===== src/rtl/mul_div_pkg.sv =====
// Shared definitions for the multiply/divide datapath units: the sequencing
// state encoding, Booth digit codes and the default operand width.
package mul_div_pkg;

   // Default operand width; the divider uses the same value for its operands.
   localparam int MUL_WIDTH = 32;

   // Sequencing states of the multi-cycle units.
   typedef enum logic [1:0] {
      IDLE = 2'd0,
      RUN  = 2'd1,
      FIN  = 2'd2
   } state_t;

   // Radix-4 Booth digit values: 0, +M, +2M, -M, -2M.
   typedef enum logic [2:0] {
      DIG_ZERO = 3'd0,
      DIG_P1   = 3'd1,
      DIG_P2   = 3'd2,
      DIG_N1   = 3'd3,
      DIG_N2   = 3'd4
   } digit_t;

   // Map a 3-bit window {q(i+1), q(i), q(i-1)} to its Booth digit.
   function automatic digit_t booth_digit(input logic [2:0] window);
      digit_t d;
      case (window)
         3'b001, 3'b010: d = DIG_P1;
         3'b011:         d = DIG_P2;
         3'b100:         d = DIG_N2;
         3'b101, 3'b110: d = DIG_N1;
         default:        d = DIG_ZERO;
      endcase
      return d;
   endfunction

endpackage


===== src/rtl/booth_recode.sv =====
// Radix-4 Booth recoder: turns the low three multiplier bits into the
// control flags of the partial-product selector (zero, double, negate).
module booth_recode
   import mul_div_pkg::*;
(
   input  logic [2:0] window,
   output logic       zero,
   output logic       two,
   output logic       neg
);

   digit_t digit;

   // Decode the window into a digit, then split the digit into selector flags.
   always_comb begin
      digit = booth_digit(window);
      zero  = (digit == DIG_ZERO);
      two   = (digit == DIG_P2) || (digit == DIG_N2);
      neg   = (digit == DIG_N1) || (digit == DIG_N2);
   end

endmodule


===== src/rtl/booth_mul_seq.sv =====
// Sequential signed multiplier, radix-4 Booth, one recoded digit per clock.
// The control unit pulses start, operands are captured on the accepting edge,
// busy stays high for WIDTH/2 cycles, then done pulses for one cycle with the
// 2*WIDTH-bit product presented as hi/lo. WIDTH must be even.
//
// Handshake: start is only honoured in IDLE or FIN (start during RUN is
// dropped, nothing queues); done is a one-cycle pulse and hi/lo hold their
// value until the next done pulse. busy/done are decoded from the state
// register only, so there is no combinational path from start.
module booth_mul_seq
   import mul_div_pkg::*;
#(
   parameter int WIDTH = MUL_WIDTH
)(
   input  logic             clk,
   input  logic             clr,
   input  logic             start,
   input  logic [WIDTH-1:0] a,
   input  logic [WIDTH-1:0] b,
   output logic             busy,
   output logic             done,
   output logic [WIDTH-1:0] hi,
   output logic [WIDTH-1:0] lo
);

   localparam int ITER = WIDTH / 2;
   localparam int CW   = (ITER > 1) ? $clog2(ITER) : 1;

   state_t           state;
   state_t           state_nx;

   logic [WIDTH-1:0] m_reg;     // multiplicand
   logic [WIDTH:0]   q_reg;     // multiplier with q(-1) appended at bit 0
   logic [WIDTH+1:0] acc;       // partial product, two guard bits for +/-2M
   logic [CW-1:0]    cnt;

   logic             accept;
   logic             last;
   logic             rec_zero;
   logic             rec_two;
   logic             rec_neg;
   logic [WIDTH+1:0] m_ext;
   logic [WIDTH+1:0] addend;
   logic [WIDTH+1:0] sum;
   logic [WIDTH+1:0] acc_nx;
   logic [WIDTH:0]   q_nx;

   assign accept = start && ((state == IDLE) || (state == FIN));
   assign last   = (cnt == CW'(ITER - 1));
   assign busy   = (state == RUN);
   assign done   = (state == FIN);

   booth_recode u_recode (
      .window (q_reg[2:0]),
      .zero   (rec_zero),
      .two    (rec_two),
      .neg    (rec_neg)
   );

   // One Booth step: select 0/M/2M, negate if needed, add, then shift the
   // combined {acc, q} right by two bits arithmetically.
   always_comb begin
      m_ext  = {{2{m_reg[WIDTH-1]}}, m_reg};
      addend = '0;
      if (!rec_zero) begin
         addend = rec_two ? (m_ext << 1) : m_ext;
      end
      if (rec_neg) begin
         addend = -addend;
      end
      sum    = acc + addend;
      acc_nx = {{2{sum[WIDTH+1]}}, sum[WIDTH+1:2]};
      q_nx   = {sum[1:0], q_reg[WIDTH:2]};
   end

   // Next-state logic of the sequencer.
   always_comb begin
      state_nx = state;
      case (state)
         IDLE:    if (start) state_nx = RUN;
         RUN:     if (last)  state_nx = FIN;
         FIN:     state_nx = start ? RUN : IDLE;
         default: state_nx = IDLE;
      endcase
   end

   // State register; clr aborts any operation immediately.
   always_ff @(posedge clk or posedge clr) begin
      if (clr) begin
         state <= IDLE;
      end else begin
         state <= state_nx;
      end
   end

   // Operand capture, iteration datapath and result registers. The result is
   // written on the final RUN edge so hi/lo are valid in the same cycle done is.
   always_ff @(posedge clk or posedge clr) begin
      if (clr) begin
         m_reg <= '0;
         q_reg <= '0;
         acc   <= '0;
         cnt   <= '0;
         hi    <= '0;
         lo    <= '0;
      end else if (accept) begin
         m_reg <= a;
         q_reg <= {b, 1'b0};
         acc   <= '0;
         cnt   <= '0;
      end else if (state == RUN) begin
         acc <= acc_nx;
         q_reg <= q_nx;
         cnt <= cnt + CW'(1);
         if (last) begin
            hi <= acc_nx[WIDTH-1:0];
            lo <= q_nx[WIDTH:1];
         end
      end
   end

endmodule

===== config.mk =====
export PLATFORM = sky130hd
export DESIGN_NAME = booth_mul_seq
export DESIGN_NICKNAME = d
export VERILOG_FILES = /design/src/rtl/mul_div_pkg.sv /design/src/rtl/booth_recode.sv /design/src/rtl/booth_mul_seq.sv
export SDC_FILE = /design/constraint.sdc
export NUM_CORES = 1
export LEC_CHECK = 0
export ABC_AREA = 0
export CORE_AREA = 2 2 139 141
export CTS_CLUSTER_SIZE = 28
export DETAILED_ROUTE_END_ITERATION = 16
export DIE_AREA = 0 0 141 143
export PLACE_DENSITY = 0.78
export SLEW_MARGIN = 30
export SYNTH_ARGS = -nofsm -noshare
export SYNTH_HDL_FRONTEND = slang
export SYNTH_SLANG_ARGS = --single-unit
export TNS_END_PERCENT = 20

===== constraint.sdc =====
create_clock -name clk -period 7.88 [get_ports clk]
set_clock_uncertainty 0.2 [all_clocks]
set_input_delay 1.576 -clock clk [delete_from_list [all_inputs] [get_ports clk]]
set_output_delay 1.576 -clock clk [all_outputs]
set_load 0.02 [all_outputs]

==> results_dict.tcl, run 1 <==
set metrics [dict create \
    period_minus_slack_ps 6573 \
    io_pins 133 \
    synthMuxAreaShare 0.05288 \
    clockBufferDepth 2 \
    clk_latency_ps 440 \
    synth_compound_area_frac 0.1941 \
    grt_setup_unrepaired "false" \
    fmax_ghz 0.1521 \
    grt_max_degree 96 \
    overflow 0 \
    fp-row-count 50 \
    reg2reg_depth 21 \
    routed_via_density 5.981 \
    place.gp.congestion 0.9488 \
    synth_cell_types 69 \
    seq_area_frac_synth 0.4146 \
    worst_hold_path_type "flip-flop to flip-flop" \
    synth_cells 1160 \
    setup_viol 0 \
    ys_ff_latch 167 \
    async_flop_share 1.000 \
    final_nets 1356 \
    ant_nets 0 \
    routed-via-count 8971 \
    drive_gt1_frac 0.07899 \
    syn_to_final_growth_pct 20.28 \
    drt_first_pass_iters 5 \
    outcome "completed" \
    synth_top_family_by_area "simple AND/OR/NAND/NOR gates" \
    worst_ep_required_time_ps 8010 \
    critPathLaunchType "flip-flop" \
    diodes 0 \
    synth_fa_ha_area_frac 0.04543 \
    cts-hold-fix-buffers 0 \
    antenna_found_initial 0 \
    worst_hold_path.num_cells 2 \
    clkTransAtPathRegs_ps 70 \
    yosysWarnings 0 \
    grt_usage 0.2823 \
    synthesis.nets 1263 \
    ys.flop_type "dfrtp_1" \
    min_period_over_period 0.8341 \
    numCtsBuffers 17 \
    synth-simple-area-share 0.1986 \
    wl_per_cell_um 18.43 \
    cts_max_level 4 \
    arrival_ps 6710 \
    drv_slew 0 \
    end_kind "flip-flop" \
    path_class "flip-flop to flip-flop" \
    relSlewSlack 0.3348 \
    ctsResizeCount 0 \
    core-area_sq_um 18580 \
    avgSynthCellArea_sq_um 8.689 \
    start_util 0.5425 \
    die_w_um 141 \
    grt_pass1_wl_um 45170 \
    hpwl_um 18990 \
    synth_xor_area_frac 0.05735 \
    clock-root-buffer "clkbuf_16" \
    wl_um 27640 \
    io_buffers 132 \
    drv_cap 0 \
    synth_edf_count 0 \
    largest_reg_flops 33 \
    tightestPinTransition_ps 995.7 \
    grt_pass1_vias 8673 \
    worst-path-max-fanout 27 \
    first_iter_violations 808 \
    clkSinkCount 167 \
    hold_violations 0 \
    die_area_sq_um 20160 \
    setup_tns_ps 0 \
    drc 0 \
    postCtsSetupRepairBufs 0 \
    dieHeight_um 143 \
    syn_area_sq_um 10080 \
    cts_tree "yes" \
]
[placed cells by master (no fill, tap or decap), types with 35 or more instances in the layout]
cell               n
ha_1              35
a21oi_1           68
o21ai_0           66
dfrtp_1          167
nand2_1          308
clkdlybuf4s50_1  132
a22oi_1           37
nor2_1            51
xnor2_1           35
mux2_2            37
[path summary, 6_finish.rpt]
check                         start         to  slack (ps)
setup / recovery           q_reg[2]     hi[28]        1310
hold / removal                hi[5]      hi[5]         270
setup reg to reg           q_reg[2]     hi[28]        1310
hold reg to reg               hi[5]      hi[5]         270
max in group asynchronous       clr  q_reg[17]        4780
min in group asynchronous       clr  q_reg[14]        1470
[per-layer routing]
layer	part of all wire	GRT usage	wire (um)
met3	0.063	0.05466	1734
met2	0.48	0.4619	13360
met5	0	0	0
met1	0.43	0.3762	11780
met4	0.028	0.1026	769
[synth_stat cells, types with 5 or more instances]
cell type | instances | area share
a21o_1 | 14 | 0.010
a21oi_1 | 68 | 0.034
a221o_1 | 5 | 0.0050
a221oi_1 | 8 | 0.0070
a22o_1 | 31 | 0.027
a22oi_1 | 37 | 0.028
a31oi_1 | 11 | 0.0068
and2_1 | 9 | 0.0056
buf_1 | 5 | 0.0019
buf_2 | 10 | 0.0050
clkbuf_1 | 53 | 0.020
dfrtp_1 | 167 | 0.41
ha_1 | 35 | 0.043
inv_1 | 16 | 0.0060
mux2_2 | 37 | 0.041
mux2i_1 | 9 | 0.0089
nand2_1 | 308 | 0.11
nand2b_1 | 8 | 0.0050
nand3_1 | 18 | 0.0089
nand3b_1 | 13 | 0.0097
nor2_1 | 53 | 0.020
nor2b_1 | 8 | 0.0050
nor3_1 | 11 | 0.0055
o21ai_0 | 66 | 0.033
o21bai_1 | 7 | 0.0052
or2_2 | 5 | 0.0031
or3_1 | 6 | 0.0037
xnor2_1 | 35 | 0.030
xor2_1 | 31 | 0.027
[per-stage QoR]
step | cells | worst slack [ps] | cell area, sq um | utilization | hold WS (ps)
floorplan | 1160 | 1586 | 10080 | - | 256.3
CTS | 1500 | 1403 | 12120 | 0.6522 | 280.1
global placement | 1468 | 1576 | 11510 | 0.6195 | 257.7
finish | 1500 | 1307 | 12120 | 0.6525 | 272.2
global route | 1500 | 872.8 | 12120 | 0.6525 | 294.3
detailed placement | 1468 | 1417 | 11510 | 0.6195 | 261.6
[logic make-up (layout without fill, tap and decap cells)]
kind of cell | Yosys count | after routing
mux | 48 | 48
compound gates | 292 | 292
fa+ha+maj | 36 | 36
flops | 167 | 167
simple gates | 461 | 461
buf+inv | 90 | 196
xor+xnor | 66 | 66
[final cells by class]
class	count	area, sq um
fillers	1562	6456
multi-input cells	903	5545
flip-flops and latches	167	4179
repair buffers	145	1423
clock buffers	17	425.4
well taps	234	292.8
clock inverters	15	182.7
inverters	19	76.32
[critical path, stage by stage, from the launching register on]
cell and delay, ps:
dfrtp_1 880, nor3b_1 880, nor2_2 340, nand2_1 150
nand2_1 60, nand2_1 80, ha_1 220, o21ai_0 180
and4bb_2 430, and2_1 200, o21ai_0 100, a22o_1 240
ha_1 350, nand2_1 150, o21ai_0 140, a2111o_1 300
o21bai_1 330, o21ai_0 300, o221ai_1 330, nor2b_1 210
xnor2_1 90, mux2_2 270
Power of run 1 is left out: the tool's default activity adds up to more than one toggle a clock period on the data nets, which glitch-free logic cannot reach.
==> inputs of run 2 (changes only) <==
clock period = 6.5 ns   (was 7.88 ns; I/O delays follow)
==> results_dict.tcl, run 2 (synthesis gave the netlist of run 1 again) <==
set metrics [dict create \
    postCtsSetupRepairBufs 0 \
    drive_gt1_frac 0.08255 \
    period_minus_slack_ps 5800 \
    io_pins 133 \
    r2r_end "hi[28]" \
    worst_hold_path_type "flip-flop to flip-flop" \
    clkTransAtPathRegs_ps 80 \
    routed_via_density 6.043 \
    relSlewSlack 0.4171 \
    drt_first_pass_iters 6 \
    cts-hold-fix-buffers 0 \
    worst_ep_required_time_ps 6640 \
    die_w_um 141 \
    cts_max_level 4 \
    clk_latency_ps 450 \
    wl_per_cell_um 18.48 \
    clock-root-buffer "clkbuf_16" \
    hold_violations 0 \
    path_class "flip-flop to flip-flop" \
    grt_pass1_wl_um 45670 \
    syn_to_final_growth_pct 20.59 \
    min_period_over_period 0.8924 \
    crit_end "hi[28]" \
    r2r_slack_ps 700 \
    arrival_ps 5940 \
    clkSinkCount 167 \
    fmax_ghz 0.1724 \
    clockBufferDepth 2 \
    die_area_sq_um 20160 \
    r2r-start "q_reg[2]" \
    reg2reg_depth 19 \
    io_buffers 132 \
    start_util 0.5425 \
    numCtsBuffers 17 \
    fp-row-count 50 \
    tightestPinTransition_ps 874.4 \
    grt_max_degree 91 \
    critPathLaunchType "flip-flop" \
    core-area_sq_um 18580 \
    final_nets 1362 \
    final_cell_mix "308 x nand2_1, 167 x dfrtp_1, 132 x clkdlybuf4s50_1" \
    grt_setup_unrepaired "false" \
    hpwl_um 19410 \
    dieHeight_um 143 \
    outcome "completed" \
    grt_pass1_vias 8805 \
    cts_tree "yes" \
    largest_reg_flops 33 \
    diodes 0 \
    place.gp.congestion 0.9618 \
    setup_tns_ps 0 \
    startpoint "q_reg[2]" \
    ant_nets 0 \
    first_iter_violations 964 \
    worst_hold_path.num_cells 2 \
    overflow 0 \
    drv_cap 0 \
    ctsResizeCount 0 \
    drc 0 \
    wl_um 27830 \
    worst-path-max-fanout 26 \
    antenna_found_initial 0 \
    fillCellCount 1546 \
    setup_viol 0 \
    final_common_cell "nand2_1" \
    routed-via-count 9101 \
    end_kind "flip-flop" \
    drv_slew 0 \
    grt_usage 0.2837 \
]
run 2: layer usage:
metal | share of wire | vias to the layer above | track usage
li1 | - | 4268 | -
met1 | 0.42 | 4413 | 0.3769
met2 | 0.49 | 369 | 0.4727
met3 | 0.063 | 51 | 0.04997
met4 | 0.023 | 0 | 0.09684
met5 | 0 | - | 0
run 2: cell type report:
type / count / area (sq um) / area share
clock buffers: 17 / 425.4 / 0.03500
flip-flops and latches: 167 / 4179 / 0.3438
clock inverters: 15 / 175.2 / 0.01441
multi-input cells: 903 / 5543 / 0.4560
inverters: 19 / 76.32 / 0.006279
well taps: 234 / 292.8 / 0.02409
repair buffers: 151 / 1464 / 0.1204
run 2: worst min path at each step:
stage | start | to | slack [ps]
6_report | hi[4] | hi[4] | 270
5_1_grt | lo[30] | lo[30] | 290
4_1_cts | hi[15] | hi[15] | 280
3_5_place_dp | lo[26] | lo[26] | 260
3_3_place_gp | hi[11] | hi[11] | 260
2_1_floorplan | acc[0] | acc[0] | 260
run 2: metrics by stage:
| step | cells | worst slack, ps | instance area (sq um) | util | hold slack, ps |
|---|---|---|---|---|---|
| after floorplan | 1160 | 481.6 | 10080 | - | 256.3 |
| after global placement | 1474 | 1074 | 11550 | 0.6219 | 258.3 |
| after detailed placement | 1474 | 920.3 | 11550 | 0.6219 | 261.6 |
| after CTS | 1506 | 849.2 | 12160 | 0.6542 | 279.3 |
| after global routing | 1506 | 291.7 | 12160 | 0.6542 | 290.3 |
| final | 1506 | 699.5 | 12160 | 0.6542 | 273.4 |
run 2: worst max-delay path: stages (launching register included):
cell      delay [ps]
dfrtp_1          810
buf_4            420
o21ai_0          150
o311a_1          230
nor4bb_1         610
nand3b_1         250
nand2b_1         230
o21ai_0          160
a22oi_1          100
o21ai_0          120
ha_1             340
nand2_1          150
o21ai_0          150
a2111o_1         300
o21bai_1         290
o21ai_0          270
o221ai_1         300
nor2b_1          220
xnor2_1          110
mux2_2           270
Power of run 2 is left out for the same reason.
==> RTL change, RTL diff (flow settings as in run 2) <==
Register the outputs `busy` and `done`, with the module's reset; this adds one clock of latency there. The other outputs are not delayed to match. Comments in the files are not updated.
--- a/src/rtl/booth_mul_seq.sv
+++ b/src/rtl/booth_mul_seq.sv
@@ -47,8 +47,15 @@
 
    assign accept = start && ((state == IDLE) || (state == FIN));
    assign last   = (cnt == CW'(ITER - 1));
-   assign busy   = (state == RUN);
-   assign done   = (state == FIN);
+   always_ff @(posedge clk or posedge clr) begin
+      if (clr) begin
+         busy <= '0;
+         done <= '0;
+      end else begin
+         busy <= (state == RUN);
+         done <= (state == FIN);
+      end
+   end
 
    booth_recode u_recode (
       .window (q_reg[2:0]),
Check against the original RTL: not equivalent (a bounded check fails within 4 cycles, from zero or initial values).
==> RTL change against run 2 <==
Wire length increased by 1.7%. Synthesized area increased by 0.32%. Non-clock buffer count increased by 1. Design area increased by 0.45%. Setup slack got worse by 0.053 ns. Sequential cell count increased by 2. Sequential share of layout area increased by 0.25 points. Critical endpoint is now hi[26]$_DFFE_PP0P_.
Power is left out: the tool's default activity adds up to more than one toggle a clock period on the data nets, which glitch-free logic cannot reach.
==> RTL change: results <==
[run_status]
status = "finished, final reports clean"

[critical_path]
r2r-start = "q_reg[1]$_DFFE_PP0P_"
r2r_cells = 18
r2r-end = "hi[26]$_DFFE_PP0P_"
crit_arrival_ns = 5.98

[cells_and_area]
fill_cells = 1561
drive_gt1_share_pct = 10.8

[grt]
grt_pass1_vias = 8489
grt.total_usage_pct = 28.8
grt_start_max_net_pins = 87
use_met2_pct = 47.2
use_met1_pct = 37.6
grt_pass1_wl_mm = 45.5
grt_use_met3_pct = 6.98

[synth]
yosys-top-cells-count = "nand2_1 (233), dfrtp_1 (169), a21oi_1 (70)"
ys_types = 68
synth-seq-area-share_pct = 41.8
synth_area_leaders = "dfrtp_1 (42%), nand2_1 (8.6%), mux2_2 (6.9%), ha_1 (4.3%), a21oi_1 (3.5%)"
syn_nets = 1215

[worst_hold_path]
holdPathEnd = "cnt[3]$_DFFE_PP0P_"
min-delay-start = "cnt[3]$_DFFE_PP0P_"
holdPathStages = 1

[route]
vias = 8778
wl_per_cell_um = 19.4
first_pass_iters = 6

[timing]
tightest_slew_ns = 0.814

[place]
place_congestion = 0.994
dp_hpwl_mm = 20.0
==> RTL change: how the worst max path moves through the flow <==
stage	startpoint	endpoint	slack, ns	cells past startpoint
6_report	q_reg[1]$_DFFE_PP0P_	hi[26]$_DFFE_PP0P_	0.65	18
5_1_grt	q_reg[2]$_DFFE_PP0P_	hi[26]$_DFFE_PP0P_	0.40	21
4_1_cts	q_reg[2]$_DFFE_PP0P_	hi[26]$_DFFE_PP0P_	0.86	21
3_5_place_dp	q_reg[2]$_DFFE_PP0P_	hi[26]$_DFFE_PP0P_	0.88	21
3_3_place_gp	q_reg[1]$_DFFE_PP0P_	hi[26]$_DFFE_PP0P_	0.94	19
2_1_floorplan	clr	acc[0]$_DFFE_PP0P_	0.42	1
==> RTL change: worst max-delay path, cell delays in order (launching register included) <==
cell and delay [ns]:
dfrtp_1 0.55, xor2_1 0.60, mux2i_1 0.31, a41o_1 0.31
nor4bb_1 0.55, nand3b_1 0.24, nand2_1 0.13, xor2_1 0.07
o21ai_0 0.41, ha_1 0.37, and4_1 0.22, and4_1 0.17
a22o_1 0.24, o21bai_1 0.24, o21ai_0 0.25, a41o_1 0.30
a21oi_1 0.17, xnor2_1 0.11, mux2_2 0.27
==> RTL change: per-layer routing <==
| layer | part of all wire (%) | routed length [um] |
|---|---|---|
| met4 | 2.5 | 694 |
| met3 | 7.0 | 1980 |
| met5 | 0 | 0 |
| met2 | 48 | 13500 |
| met1 | 43 | 12200 |
==> RTL change: final cells by class <==
type	count	area share, %
Multi-Input combinational cell	852	45.3
Sequential cell	169	34.6
Timing Repair Buffer	152	12.1
Clock buffer	17	3.48
Tap cell	234	2.40
Clock inverter	15	1.53
Inverter	20	0.656
==> RTL change: kinds of logic (layout without fill, tap and decap cells) <==
group | Yosys count | after routing | share of synthesized area (%)
muxes | 73 | 73 | 8.04
and+or+nand+nor | 387 | 387 | 17.1
adders and majority gates | 36 | 36 | 4.53
buffers and inverters | 91 | 204 | 3.70
DFF | 169 | 169 | 41.8
AOI/OAI and AO/OA | 292 | 292 | 19.3
xor gates and xnor gates | 64 | 64 | 5.54
==> RTL change: stage by stage <==
stage	worst slack, ns	cell area (sq um)	hold slack, ns	instances	utilization, %
after floorplan	0.425	10100	0.239	1112	-
after global placement	0.944	11600	0.272	1427	62.4
after detailed placement	0.881	11600	0.282	1427	62.4
after CTS	0.862	12200	0.297	1459	65.7
after global routing	0.400	12200	0.324	1459	65.7
final	0.647	12200	0.295	1459	65.7
